[src/rtl/lane_reset_sequencer.sv]
// Sequences reset release across LANES lane endpoints: hold all lanes, then release one per GAP cycles.
// Outputs registered; start is captured one cycle before use. Define LRS_REVERSE_EN to release from LANES-1 down to 0.
module lane_reset_sequencer #(
    parameter int LANES    = 4,
    parameter int HOLD_CYC = 2,
    parameter int GAP      = 3,
    parameter int LW       = (LANES > 1) ? $clog2(LANES) : 1
) (
    input  logic             clk,
    input  logic             reset,
    input  logic             start,
    input  logic             abort,
    output logic [LANES-1:0] lane_rst,
    output logic             busy,
    output logic             done,
    output logic [LW-1:0]    cur_lane
);

    localparam int MAXC = (HOLD_CYC > GAP) ? HOLD_CYC : GAP;
    localparam int CW   = $clog2(MAXC) + 1;
`ifdef LRS_REVERSE_EN
    localparam logic [LW-1:0] FIRST = LW'(LANES - 1);
    localparam logic [LW-1:0] LAST  = '0;
`else
    localparam logic [LW-1:0] FIRST = '0;
    localparam logic [LW-1:0] LAST  = LW'(LANES - 1);
`endif

    typedef enum logic [1:0] {IDLE, HOLD, REL, DONE} state_t;

    state_t           state_q;
    logic [CW-1:0]    cnt_q;
    logic             start_q;
    logic [LANES-1:0] lane_rst_q;
    logic             busy_q;
    logic             done_q;
    logic [LW-1:0]    cur_lane_q;

    logic [LW-1:0]    cur_lane_d;
    logic [LANES-1:0] rel_mask_d;

    // cur_lane saturates on the last lane instead of wrapping
    always_comb begin
        cur_lane_d = cur_lane_q;
        if (cur_lane_q != LAST) begin
`ifdef LRS_REVERSE_EN
            cur_lane_d = cur_lane_q - 1'b1;
`else
            cur_lane_d = cur_lane_q + 1'b1;
`endif
        end
        rel_mask_d = lane_rst_q & ~(LANES'(1) << cur_lane_q);
    end

    always_ff @(posedge clk) begin
        if (reset || abort) begin
            state_q    <= IDLE;
            cnt_q      <= '0;
            start_q    <= 1'b0;
            lane_rst_q <= '1;
            busy_q     <= 1'b0;
            done_q     <= 1'b0;
            cur_lane_q <= FIRST;
        end else begin
            start_q <= start;
            unique case (state_q)
                IDLE: begin
                    if (start_q) begin
                        state_q <= HOLD;
                        busy_q  <= 1'b1;
                        cnt_q   <= CW'(HOLD_CYC - 1);
                    end
                end
                HOLD, REL: begin
                    // all lanes out: finish one edge after the last release
                    if (state_q == REL && lane_rst_q == '0) begin
                        state_q <= DONE;
                        busy_q  <= 1'b0;
                        done_q  <= 1'b1;
                    end else if (cnt_q == '0) begin
                        state_q    <= REL;
                        lane_rst_q <= rel_mask_d;
                        cur_lane_q <= cur_lane_d;
                        cnt_q      <= CW'(GAP - 1);
                    end else begin
                        cnt_q <= cnt_q - 1'b1;
                    end
                end
                DONE: begin
                    if (start_q) begin
                        state_q    <= HOLD;
                        busy_q     <= 1'b1;
                        done_q     <= 1'b0;
                        lane_rst_q <= '1;
                        cur_lane_q <= FIRST;
                        cnt_q      <= CW'(HOLD_CYC - 1);
                    end
                end
                default: state_q <= IDLE;
            endcase
        end
    end

    assign lane_rst = lane_rst_q;
    assign busy     = busy_q;
    assign done     = done_q;
    assign cur_lane = cur_lane_q;

endmodule

[config.mk]
export PLATFORM = sky130hd
export DESIGN_NAME = lane_reset_sequencer
export DESIGN_NICKNAME = d
export VERILOG_FILES = /design/src/rtl/lane_reset_sequencer.sv
export SDC_FILE = /design/constraint.sdc
export NUM_CORES = 1
export LEC_CHECK = 0
export BUFFER_PORTS_ARGS = -buffer_cell sky130_fd_sc_hd__buf_4
export CAP_MARGIN = 10
export CORE_UTILIZATION = 50
export DETAILED_ROUTE_END_ITERATION = 8
export GPL_TIMING_DRIVEN = 0
export PLACE_DENSITY = 0.72
export SLEW_MARGIN = 20
export SYNTH_ARGS = -nofsm -noshare
export SYNTH_HDL_FRONTEND = slang
export SYNTH_SLANG_ARGS = --single-unit
[constraint.sdc]
create_clock -name clk -period 2.62 [get_ports clk]
set_clock_uncertainty 0.1 [all_clocks]
set_input_delay 0.131 -clock clk [delete_from_list [all_inputs] [get_ports clk]]
set_output_delay 0.131 -clock clk [all_outputs]
set_load 0.01 [all_outputs]
After elaboration in Yosys (flattened, before gate mapping)

Cells that the tools add are included.

$add $sub $neg: 2
Eq/ne operators: 11
Shift operators: 1
Mux-type cells: 23
Bitwise logic cells: 2
Reduce and logical (&&, ||, !) cells: 14

Operator list:

| cell                  | number |
|---|---|
| $mux W2               | 7 |
| $mux W4               | 3 |
| $ne A2 B2 Y1 const B  | 6 |
| $mux W3               | 3 |
| $pmux W2 S2           | 2 |
| $pmux W4 S2           | 1 |
| $pmux W3 S2           | 1 |
| $reduce_and A2 Y1     | 3 |
| $reduce_and A5 Y1     | 1 |
| $and A4 B4 Y4         | 1 |
| $eq A2 B2 Y1 const B  | 2 |
| $logic_not A4 Y1      | 1 |
| $mux W1               | 4 |
| $not A4 Y4            | 1 |
| $pmux W1 S2           | 2 |
| $reduce_and A4 Y1     | 1 |
| $reduce_or A2 Y1      | 2 |
| $shl A1 B2 Y4 const A | 1 |
| $logic_not A3 Y1      | 1 |
| $ne A3 B3 Y1 const B  | 1 |
| $reduce_and A3 Y1     | 1 |
| $sub A3 B1 Y3 const B | 1 |
| $add A2 B1 Y2 const B | 1 |
| $eq A2 B1 Y1 const B  | 1 |
| 5 further kinds       | 5 |

Bits in registers: 14
Input port bits: 4
Word-level logic and storage cells: 60

Longest topological paths before layout

Gate-level depths: netlist of run 1.

Depth in word-level cells: 6
Mapped depth: 7
Gate-level depth less buffers: 6

Worst setup path before layout of run 1

No wires, ideal clock.

Path type: register to register
Start point: register state_q[0]
End point: register lane_rst_q[0] (netlist: lane_rst[0])
Arrival: 1.621 ns
Required time: 2.406 ns
Slack: 0.785 ns
Stages on the path, launching flop included: 8
Buffers on the path: 1
Clock period less this slack: 1.835 ns
Cells stage by stage: dfxtp_1 > inv_1 > ha_1 > clkbuf_1 > inv_1 > a211oi_1 > nand2_1 > a21o_1

Cells in the longest elaborated chain, start to end: 4
Elaborated cells between the ends (all ways): 11
Those cells by class: eq/ne: 6; mux: 1; reduce/logical: 4

Ends and longest elaborated chain:

| what                                                         | line   | text |
|---|---|---|
| start, declared                                              | 31     | `state_t state_q;` |
| start signal, assigned                                       | 57     | `state_q <= IDLE;` |
| start signal, assigned                                       | 69     | `state_q <= HOLD;` |
| start signal, assigned                                       | 77     | `state_q <= DONE;` |
| $eq A2 B2 Y1 or $eq A2 B1 Y1 (tied branches)                 | 66, 76 |  |
| $reduce_or A2 Y1 or $logic_and A1 B1 Y1 (tied branches)      | 66, 76 |  |
| $ne A2 B2 Y1 (no line) or $reduce_bool A2 Y1 (tied branches) | n/a    |  |
| $reduce_and A4 Y1 (no line)                                  | n/a    |  |
| end signal, assigned                                         | 82     | `lane_rst_q <= rel_mask_d;` |
| end, declared                                                | 34     | `logic [LANES-1:0] lane_rst_q;` |

Several ways; a longest one is shown, not always the timed one.
A chain may end at the register's enable or synchronous reset.

Worst setup path after layout of run 1

Start point: register state_q[0]
End point: register lane_rst_q[3] (netlist: lane_rst[3])

The elaborated chain is that of the path after synthesis.

==> results of run 1 <==
==> state kept, by name (all words and copies together), names as in the netlist <==
register  count
lane_rst      4
cnt_q         3
cur_lane      2
state_q       2
busy          1
done          1
start_q       1
==> routing by layer <==
metal	up-vias	GRT usage, %	share of wire (%)
met5	-	0	0
met4	0	7.50	0.92
met3	2	6.52	4.8
met2	23	37.5	45
met1	320	27.4	49
li1	347	-	-
==> worst max-delay path, cell delays in order, from the launching register on <==
cell and delay (ns):
dfxtp_1 0.37, inv_1 0.05, ha_1 0.26, clkbuf_1 0.30
inv_1 0.22, a211oi_1 0.42, nand2_1 0.11, a21o_1 0.18
==> area by class of cell <==
| type | instances | share of cell area, % |
|---|---|---|
| well taps | 15 | 2.06 |
| repair buffers | 12 | 10.2 |
| inverters | 6 | 2.47 |
| flip-flops and latches | 14 | 30.8 |
| multi-input cells | 66 | 49.7 |
| plain buffers | 2 | 0.824 |
| clock buffers | 4 | 3.98 |
==> metrics by stage <==
stage	setup WS (ns)	total power [W]	cell area [um2]	hold slack (ns)
2_1_floorplan	0.785	0.000242	763	0.153
3_3_place_gp	0.538	0.000253	865	0.234
3_5_place_dp	0.528	0.000253	865	0.241
4_1_cts	0.510	0.000411	911	0.125
5_1_grt	0.390	0.000426	911	0.139
6_report	0.503	0.000410	911	0.131
==> kinds of logic after synthesis <==
logic type      count (synthesis)  synth area share, %
simple gates                   29                 20.8
compound gates                 28                 24.1
flops                          14                 36.7
buf+inv                         8                 3.93
fa+ha+maj                       8                 13.1
mux                             1                 1.31
==> cell usage after synthesis (all sizes together) (2+ instances only) <==
| library cell | count |
|---|---|
| inv | 6 |
| or2 | 2 |
| nor2 | 3 |
| nor2b | 3 |
| clkbuf | 2 |
| a31oi | 3 |
| o21ai | 9 |
| a21oi | 5 |
| ha | 8 |
| nand3 | 2 |
| nand2 | 11 |
| a21o | 4 |
| dfxtp | 14 |
==> power breakdown <==
group	switching, W	internal (W)	leakage, nW
clock network	0.0000759	0.0000845	0.0210
registers	0.00000327	0.000216	0.113
logic	0.0000179	0.0000133	0.211
==> worst paths after layout <==
check / slack [ns] / cells after the start / end
worst max-delay path: 0.50 / 7 / lane_rst[3]
worst min-delay path: 0.13 / 3 / state_q[0]
worst max register to register: 0.50 / 7 / lane_rst[3]
worst min register to register: 0.38 / 2 / busy
==> cell usage in the layout (no fill, tap or decap), types with 2 or more instances in the layout <==
cell type  instances
nor2b_1            3
buf_4             11
a31oi_1            3
nor2_1             3
dfxtp_1           14
nand2_1           11
o21ai_0            8
clkbuf_1           2
clkbuf_4           3
a21o_1             4
nand3_1            2
a21oi_1            5
ha_1               8
inv_1              6
==> impl_metrics.csv, run 1 <==
group,metric,value,unit
run_status,status,"finished clean",
logic_synthesis,syn_nets,100,
cts,cts_hold_buf,1,
placement,finalWeightedCongestion,0.828,
power_and_ir_drop,vdd_ir_drop_max,402,uV
floorplan,ioPinCount,12,
layout,final_nets,117,
floorplan,initial_utilization,55.9,%
placement,numPlacedInstances,114,
floorplan,die_x,41.1,um
critical_path,cp-end-kind,"flop",
detailed_routing,postRouteAntennaNets,0,
global_routing,grtUsageTotal,22.5,%
critical_path,cp_max_fo,10,
cts,clock-root-buffer,"clkbuf_4",
layout,antenna_cells,0,
global_routing,grt_pass1_vias,601,
timing,max_freq,472,MHz
timing,timing_hold_violations_final,0,
cts,cts_made_buffers,3,
critical_path,critPathArrivalTime,2.20,ns
detailed_routing,drc,0,
detailed_routing,viasPerCell,5.82,
floorplan,rows,13,
critical_path,required,2.71,ns
detailed_routing,drt-initial-drc-count,23,
floorplan,dieHeight,41.1,um
detailed_routing,wl_per_cell,13.6,um
logic_synthesis,synth-seq-area-share,36.7,%
cts,htreeDepth,1,
min_path,hold_class,"in2reg",
logic_synthesis,avgSynthCellArea,8.67,um2
cts,insertion_delay,0.28,ns
logic_synthesis,yosys_warnings,0,
cts,clkTransAtPathRegs,0.09,ns
layout,drive_above_1_share,20.2,%
placement,place_hpwl,1.19,mm
timing,post-route-period-util,80.8,%
detailed_routing,first_pass_iters,4,
cts,cts_tree,"yes",
critical_path,crit_path_start,"state_q[0]",
timing,final.min_clock_period,2.12,ns
layout,fillers,125,
logic_synthesis,synth_area,763,um2
cts,clock-sinks,14,
logic_synthesis,synth_cell_types,31,
layout,area_growth,19.3,%
detailed_routing,vias,692,
logic_synthesis,ys_seq_elements,14,
layout,fin_cells,119,
floorplan,core,1370,um2
logic_synthesis,ys.flop_type,"dfxtp_1",
timing,report.final.slew_viol_count,0,
cts,cts_setup_buffers,0,
power_and_ir_drop,pwr_density_cell,451,nW/um2
cts,cts_buffer_depth,2,
global_routing,antenna_found_initial,0,
placement,io_buffer_count,11,
timing,max-slew-margin-rel,67.2,%
global_routing,grt_pass1_wl,2.47,mm
critical_path,rr_startpoint,"state_q[0]",
critical_path,start_kind,"flop",
logic_synthesis,synth_largest_area_cell,"dfxtp_1",
global_routing,grt_max_degree,11,
floorplan,die_area,1690,um2
logic_synthesis,yosysTopAreaCellShare,36.7,%
layout,fin_util,66.7,%
layout,regArea,280,um2
logic_synthesis,synth_cells,88,
flow_run,cap_violations,0,
timing,rsz0062_at_grt,"no",
min_path,min_from,"reset",
power_and_ir_drop,p_leak,0.345,nW
cts,cts-resized-gates,0,
timing,final-setup-viol-count,0,
layout,multiInputGateArea,453,um2
logic_synthesis,synth_edf_count,0,
timing,tns,0,ns
logic_synthesis,synthTopCellsByArea,"dfxtp_1 (37%), ha_1 (13%), nand2_1 (5.4%)",
logic_synthesis,async_flop_share,0,%
critical_path,critPathKind,"reg2reg",
global_routing,globalRouteOverflowTotal,0,
detailed_routing,drt-total-wl,1.62,mm
timing,worst_slew_pin_slew,0.490,ns
No activity file was read; power rests on OpenSTA's default activity.
==> inputs of run 2 (changes only) <==
- CORE_UTILIZATION: 50 -> 48
- clock period: 2.62 -> 1.8 ns (I/O delays scaled with it)
==> run 2 against run 1 <==
Non-clock buffer count increased by 6. Register-to-register slack worse by 0.48 ns. Die area rose by 4.0%. Flip-flop and latch count is the same. First-iteration DRC count is 26% higher. Hold slack lost 0.049 ns. Core utilization rose by 1.9 points. Power grew 49%. Critical path type unchanged. Highest routed layer unchanged. Sequential share of layout area is 2.8 points lower. Critical path depth shrank 1. Final cell count up 5.9%.
==> impl_metrics.csv, run 2 (synthesized netlist as in run 1, its figures left out) <==
group,metric,value,unit
timing,report.final.slew_viol_count,0,
power_and_ir_drop,p_leak,0.379,nW
power_and_ir_drop,finalPower,0.000611,W
flow_run,cap_violations,0,
power_and_ir_drop,pwr_density_cell,598,nW/um2
layout,antenna_cells,0,
timing,max_freq,563,MHz
detailed_routing,drt-initial-drc-count,29,
cts,insertion_delay,0.28,ns
min_path,worstHoldPathCells,3,
layout,layout.cells.most_common,"buf_4",
detailed_routing,postRouteAntennaNets,0,
critical_path,critPathArrivalTime,1.86,ns
detailed_routing,vias,729,
min_path,hold_class,"in2reg",
floorplan,ioPinCount,12,
global_routing,antenna_found_initial,0,
global_routing,grt_pass1_wl,2.72,mm
placement,io_buffer_count,11,
timing,layout_setup_ws,0.0253,ns
global_routing,grt_pass1_vias,657,
layout,fillers,117,
floorplan,core,1490,um2
detailed_routing,drc,0,
layout,regArea,285,um2
detailed_routing,viasPerCell,5.79,
timing,timing_hold_violations_final,0,
timing,final.min_clock_period,1.77,ns
critical_path,cp-end-kind,"flop",
cts,clock-sinks,14,
placement,place_hpwl,1.20,mm
layout,fin_cells,126,
critical_path,start_kind,"flop",
layout,drive_above_1_share,34.5,%
run_status,status,"finished clean",
placement,numPlacedInstances,115,
global_routing,grt_max_degree,11,
timing,post-route-period-util,98.6,%
cts,clkTransAtPathRegs,0.09,ns
floorplan,dieHeight,41.9,um
critical_path,rr_startpoint,"state_q[0]",
detailed_routing,first_pass_iters,4,
cts,cts_tree,"yes",
layout,area_growth,33.8,%
timing,worst_slew_pin_slew,0.520,ns
layout,final_nets,123,
timing,final-setup-viol-count,0,
global_routing,grtUsageTotal,20.7,%
critical_path,required,1.88,ns
power_and_ir_drop,vdd_ir_drop_max,444,uV
placement,post-place-ws,-0.236,ns
critical_path,rrSetupSlack,0.03,ns
detailed_routing,wl_per_cell,14.7,um
timing,tns,0,ns
floorplan,initial_utilization,51.3,%
detailed_routing,drt-total-wl,1.85,mm
global_routing,globalRouteOverflowTotal,0,
min_path,min_to,"state_q[0]",
placement,finalWeightedCongestion,0.773,
cts,cts_buffer_depth,2,
critical_path,critPathKind,"reg2reg",
layout,multiInputGateArea,500,um2
floorplan,die_area,1750,um2
cts,htreeDepth,1,
critical_path,rr_worst_depth,6,
min_path,min_from,"reset",
layout,most-common-layout-cells,"buf_4 (17), dfxtp_1 (12), nand2_1 (11), o21ai_0 (7), ha_1 (7)",
cts,clock-root-buffer,"clkbuf_4",
critical_path,cp_max_fo,4,
critical_path,r2r-end,"lane_rst[2]",
cts,cts_made_buffers,3,
floorplan,die_x,41.9,um
layout,largest_register_ff_count,4,
floorplan,rows,14,
timing,max-slew-margin-rel,65.2,%
[run 2: changes by cell type in the layout (fill, tap and decap cells not counted), moves of 2 or more]
cell	before	now
nor2b_1	3	1
dfxtp_1	14	12
nor2b_2	0	2
inv_1	6	4
buf_4	11	17
[run 2: worst max path at each step]
stage                     cells after the start  slack (ns)  startpoint     endpoint
after global placement                        7       -0.22  state_q[0]  lane_rst[1]
after CTS                                     6       0.004  state_q[0]     cnt_q[2]
after global routing                          7       -0.03  state_q[0]     cnt_q[1]
after floorplan                               7        0.06  state_q[0]  lane_rst[0]
final                                         6        0.03  state_q[0]  lane_rst[2]
after detailed placement                      7       -0.24  state_q[0]  lane_rst[3]
[run 2: layer usage]
metal / share of wire [%] / GRT usage, % / vias to the layer above
li1: - / - / 358
met1: 42 / 25.1 / 343
met2: 51 / 34.7 / 24
met3: 5.4 / 3.04 / 4
met4: 1.2 / 11.6 / 0
met5: 0 / 0 / -
[run 2: power by group]
group	internal (W)	switching, W
Sequential	0.000313	0.00000533
Combinational	0.0000297	0.0000319
Clock	0.000123	0.000108
[run 2: stage by stage]
step	area, um2	utilization (%)	hold WS [ns]
6_report	1020	68.6	0.0816
5_1_grt	1020	68.6	0.0962
4_1_cts	962	64.6	0.0780
3_5_place_dp	871	58.5	0.207
3_3_place_gp	871	58.5	0.196
2_1_floorplan	768	-	0.112
[run 2: critical path: stages (launching register included)]
cell     delay, ns
dfxtp_2       0.33
inv_2         0.06
ha_4          0.11
or4b_4        0.49
o21ai_4       0.22
a31oi_2       0.17
a21o_1        0.20
[run 2: timing repair]
item | in CTS | in global routing
setup buffers | 4 | 3
pin swaps | 3 | 1
endpoints found under the setup margin | 7 | 11
hold endpoints to repair | 1 | 0
hold buffers | 1 | 0
resized for setup | 7 | 8
[run 2: final cells by class]
cell class / instances / area share [%]
multi-input cells: 66 / 49.0
well taps: 16 / 1.96
repair buffers: 19 / 14.6
clock buffers: 4 / 3.55
inverters: 6 / 2.57
flip-flops and latches: 14 / 27.9
plain buffers: 1 / 0.368
==> inputs of run 3 (changes only) <==
- CORE_MARGIN: not set -> 2
==> run 3 against run 2 <==
Via count down 0.96%. Critical path depth fell by 1. Final cell count down 1.6%. Sequential share of layout area rose by 0.45 points. Clock-buffer cell count unchanged. Clock power fell by 2%. Combinational power decreased by 5.2%.
==> impl_metrics.csv, run 3 (synthesized netlist as in run 1, its figures left out) <==
group,metric,value,unit
floorplan,die_x,43.9,um
placement,finalWeightedCongestion,0.776,
global_routing,grtUsageTotal,19.8,%
critical_path,required,1.87,ns
floorplan,initial_utilization,50.7,%
power_and_ir_drop,swShare,23.2,%
power_and_ir_drop,vdd_ir_drop_max,411,uV
layout,fin_cells,124,
timing,layout_setup_ws,0.0382,ns
cts,cts_made_buffers,3,
global_routing,grt_pass1_wl,2.82,mm
global_routing,antenna_found_initial,0,
global_routing,grt_max_degree,11,
min_path,hold_class,"in2reg",
cts,clkTransAtPathRegs,0.09,ns
detailed_routing,viasPerCell,5.82,
power_and_ir_drop,p_switching,0.000140,W
cts,cts_tree,"yes",
layout,layout.cells.most_common,"buf_4",
power_and_ir_drop,seqPwrFrac,52.7,%
critical_path,critPathArrivalTime,1.83,ns
global_routing,grt_pass1_vias,709,
power_and_ir_drop,pwr-share-comb,9.7,%
timing,max-slew-margin-rel,65.5,%
critical_path,rrSetupSlack,0.04,ns
layout,fillers,132,
timing,post-route-period-util,97.9,%
floorplan,core,1510,um2
placement,io_buffer_count,11,
timing,report.final.slew_viol_count,0,
floorplan,rows,14,
layout,area_growth,31.6,%
power_and_ir_drop,finalPower,0.000603,W
critical_path,critPathKind,"reg2reg",
detailed_routing,drt-total-wl,1.68,mm
detailed_routing,drt-initial-drc-count,11,
critical_path,cp_max_fo,6,
timing,final.min_clock_period,1.76,ns
timing,final-setup-viol-count,0,
detailed_routing,vias,722,
floorplan,dieHeight,43.9,um
timing,max_freq,568,MHz
placement,place_hpwl,1.21,mm
cts,clock-sinks,14,
cts,cts_buffer_depth,2,
placement,numPlacedInstances,115,
layout,most-common-layout-cells,"buf_4 (16), dfxtp_1 (12), nand2_1 (11), ha_1 (7), o21ai_0 (6)",
power_and_ir_drop,clkPwrFrac,37.6,%
power_and_ir_drop,p_leak,0.370,nW
layout,largest_register_ff_count,4,
timing,timing_hold_violations_final,0,
detailed_routing,drc,0,
detailed_routing,wl_per_cell,13.6,um
cts,htreeDepth,1,
floorplan,die_area,1930,um2
run_status,status,"finished clean",
critical_path,cp-end-kind,"flop",
floorplan,ioPinCount,12,
cts,clock-root-buffer,"clkbuf_4",
detailed_routing,first_pass_iters,4,
layout,antenna_cells,0,
placement,post-place-ws,-0.275,ns
layout,final_nets,121,
flow_run,cap_violations,0,
timing,rsz0062_at_grt,"yes",
critical_path,start_kind,"flop",
layout,drive_above_1_share,34.3,%
global_routing,globalRouteOverflowTotal,0,
detailed_routing,postRouteAntennaNets,0,
cts,insertion_delay,0.28,ns
timing,worst_slew_pin_slew,0.516,ns
power_and_ir_drop,p_int,0.000463,W
power_and_ir_drop,pwr_density_cell,600,nW/um2
-- run 3: cell types whose count changed in the layout (fill, tap and decap cells not counted), sizes merged --
cell / before / now
buf: 18 / 16
-- run 3: cell type report --
class	count	area, um2	share of cell area [%]
Multi-Input combinational cell	66	503	50.1
Tap cell	16	20.0	1.99
Sequential cell	14	285	28.4
Buffer	1	3.75	0.374
Clock buffer	4	36.3	3.61
Timing Repair Buffer	17	130	13.0
Inverter	6	26.3	2.62
-- run 3: worst max-delay path, stage by stage (launching register included) --
cell	delay, ns
dfxtp_4	0.37
ha_4	0.12
or4b_4	0.49
or2_4	0.29
and3_4	0.18
mux2i_1	0.10
-- run 3: path summary, 6_finish.rpt --
kind                                   from           to  depth (start not counted)
worst max-delay path             state_q[1]     cnt_q[2]                          5
worst min-delay path                  reset   state_q[0]                          3
worst max register to register   state_q[1]     cnt_q[2]                          5
worst min register to register  lane_rst[3]  lane_rst[3]                          1
-- run 3: stage by stage --
step | area [um2] | setup TNS (ns) | hold slack [ns] | util (%)
2_1_floorplan | 768 | 0 | 0.112 | -
3_3_place_gp | 871 | -0.989 | 0.196 | 57.8
3_5_place_dp | 871 | -1.18 | 0.199 | 57.8
4_1_cts | 987 | -0.0135 | 0.0745 | 65.5
5_1_grt | 1000 | -0.00332 | 0.0922 | 66.7
6_report | 1000 | 0 | 0.0822 | 66.7
-- run 3: metal layers --
layer	vias to the layer above	wire (um)	track usage (%)	part of all wire, %
met2	20	827	32.6	49
met1	344	751	24.6	45
li1	356	-	-	-
met3	2	82	2.50	4.9
met5	-	0	0	0
met4	0	21	11.5	1.2
-- run 3: power by group through the flow --
| stage | combinational (W) | sequential (W) | clock (W) |
|---|---|---|---|
| after global routing | 0.0000641 | 0.000319 | 0.000252 |
| after floorplan | 0.0000284 | 0.000325 | 0 |
| after global placement | 0.0000429 | 0.000325 | 0 |
| after detailed placement | 0.0000436 | 0.000326 | 0 |
| after CTS | 0.0000558 | 0.000319 | 0.000232 |
| final | 0.0000583 | 0.000318 | 0.000227 |
-- run 3: what timing repair did --
item,CTS,global route
buffers inserted,5,0
hold endpoints to repair,1,0
pin swaps,4,1
hold buffers,1,0
setup endpoints to repair,8,11
resized for setup,11,5
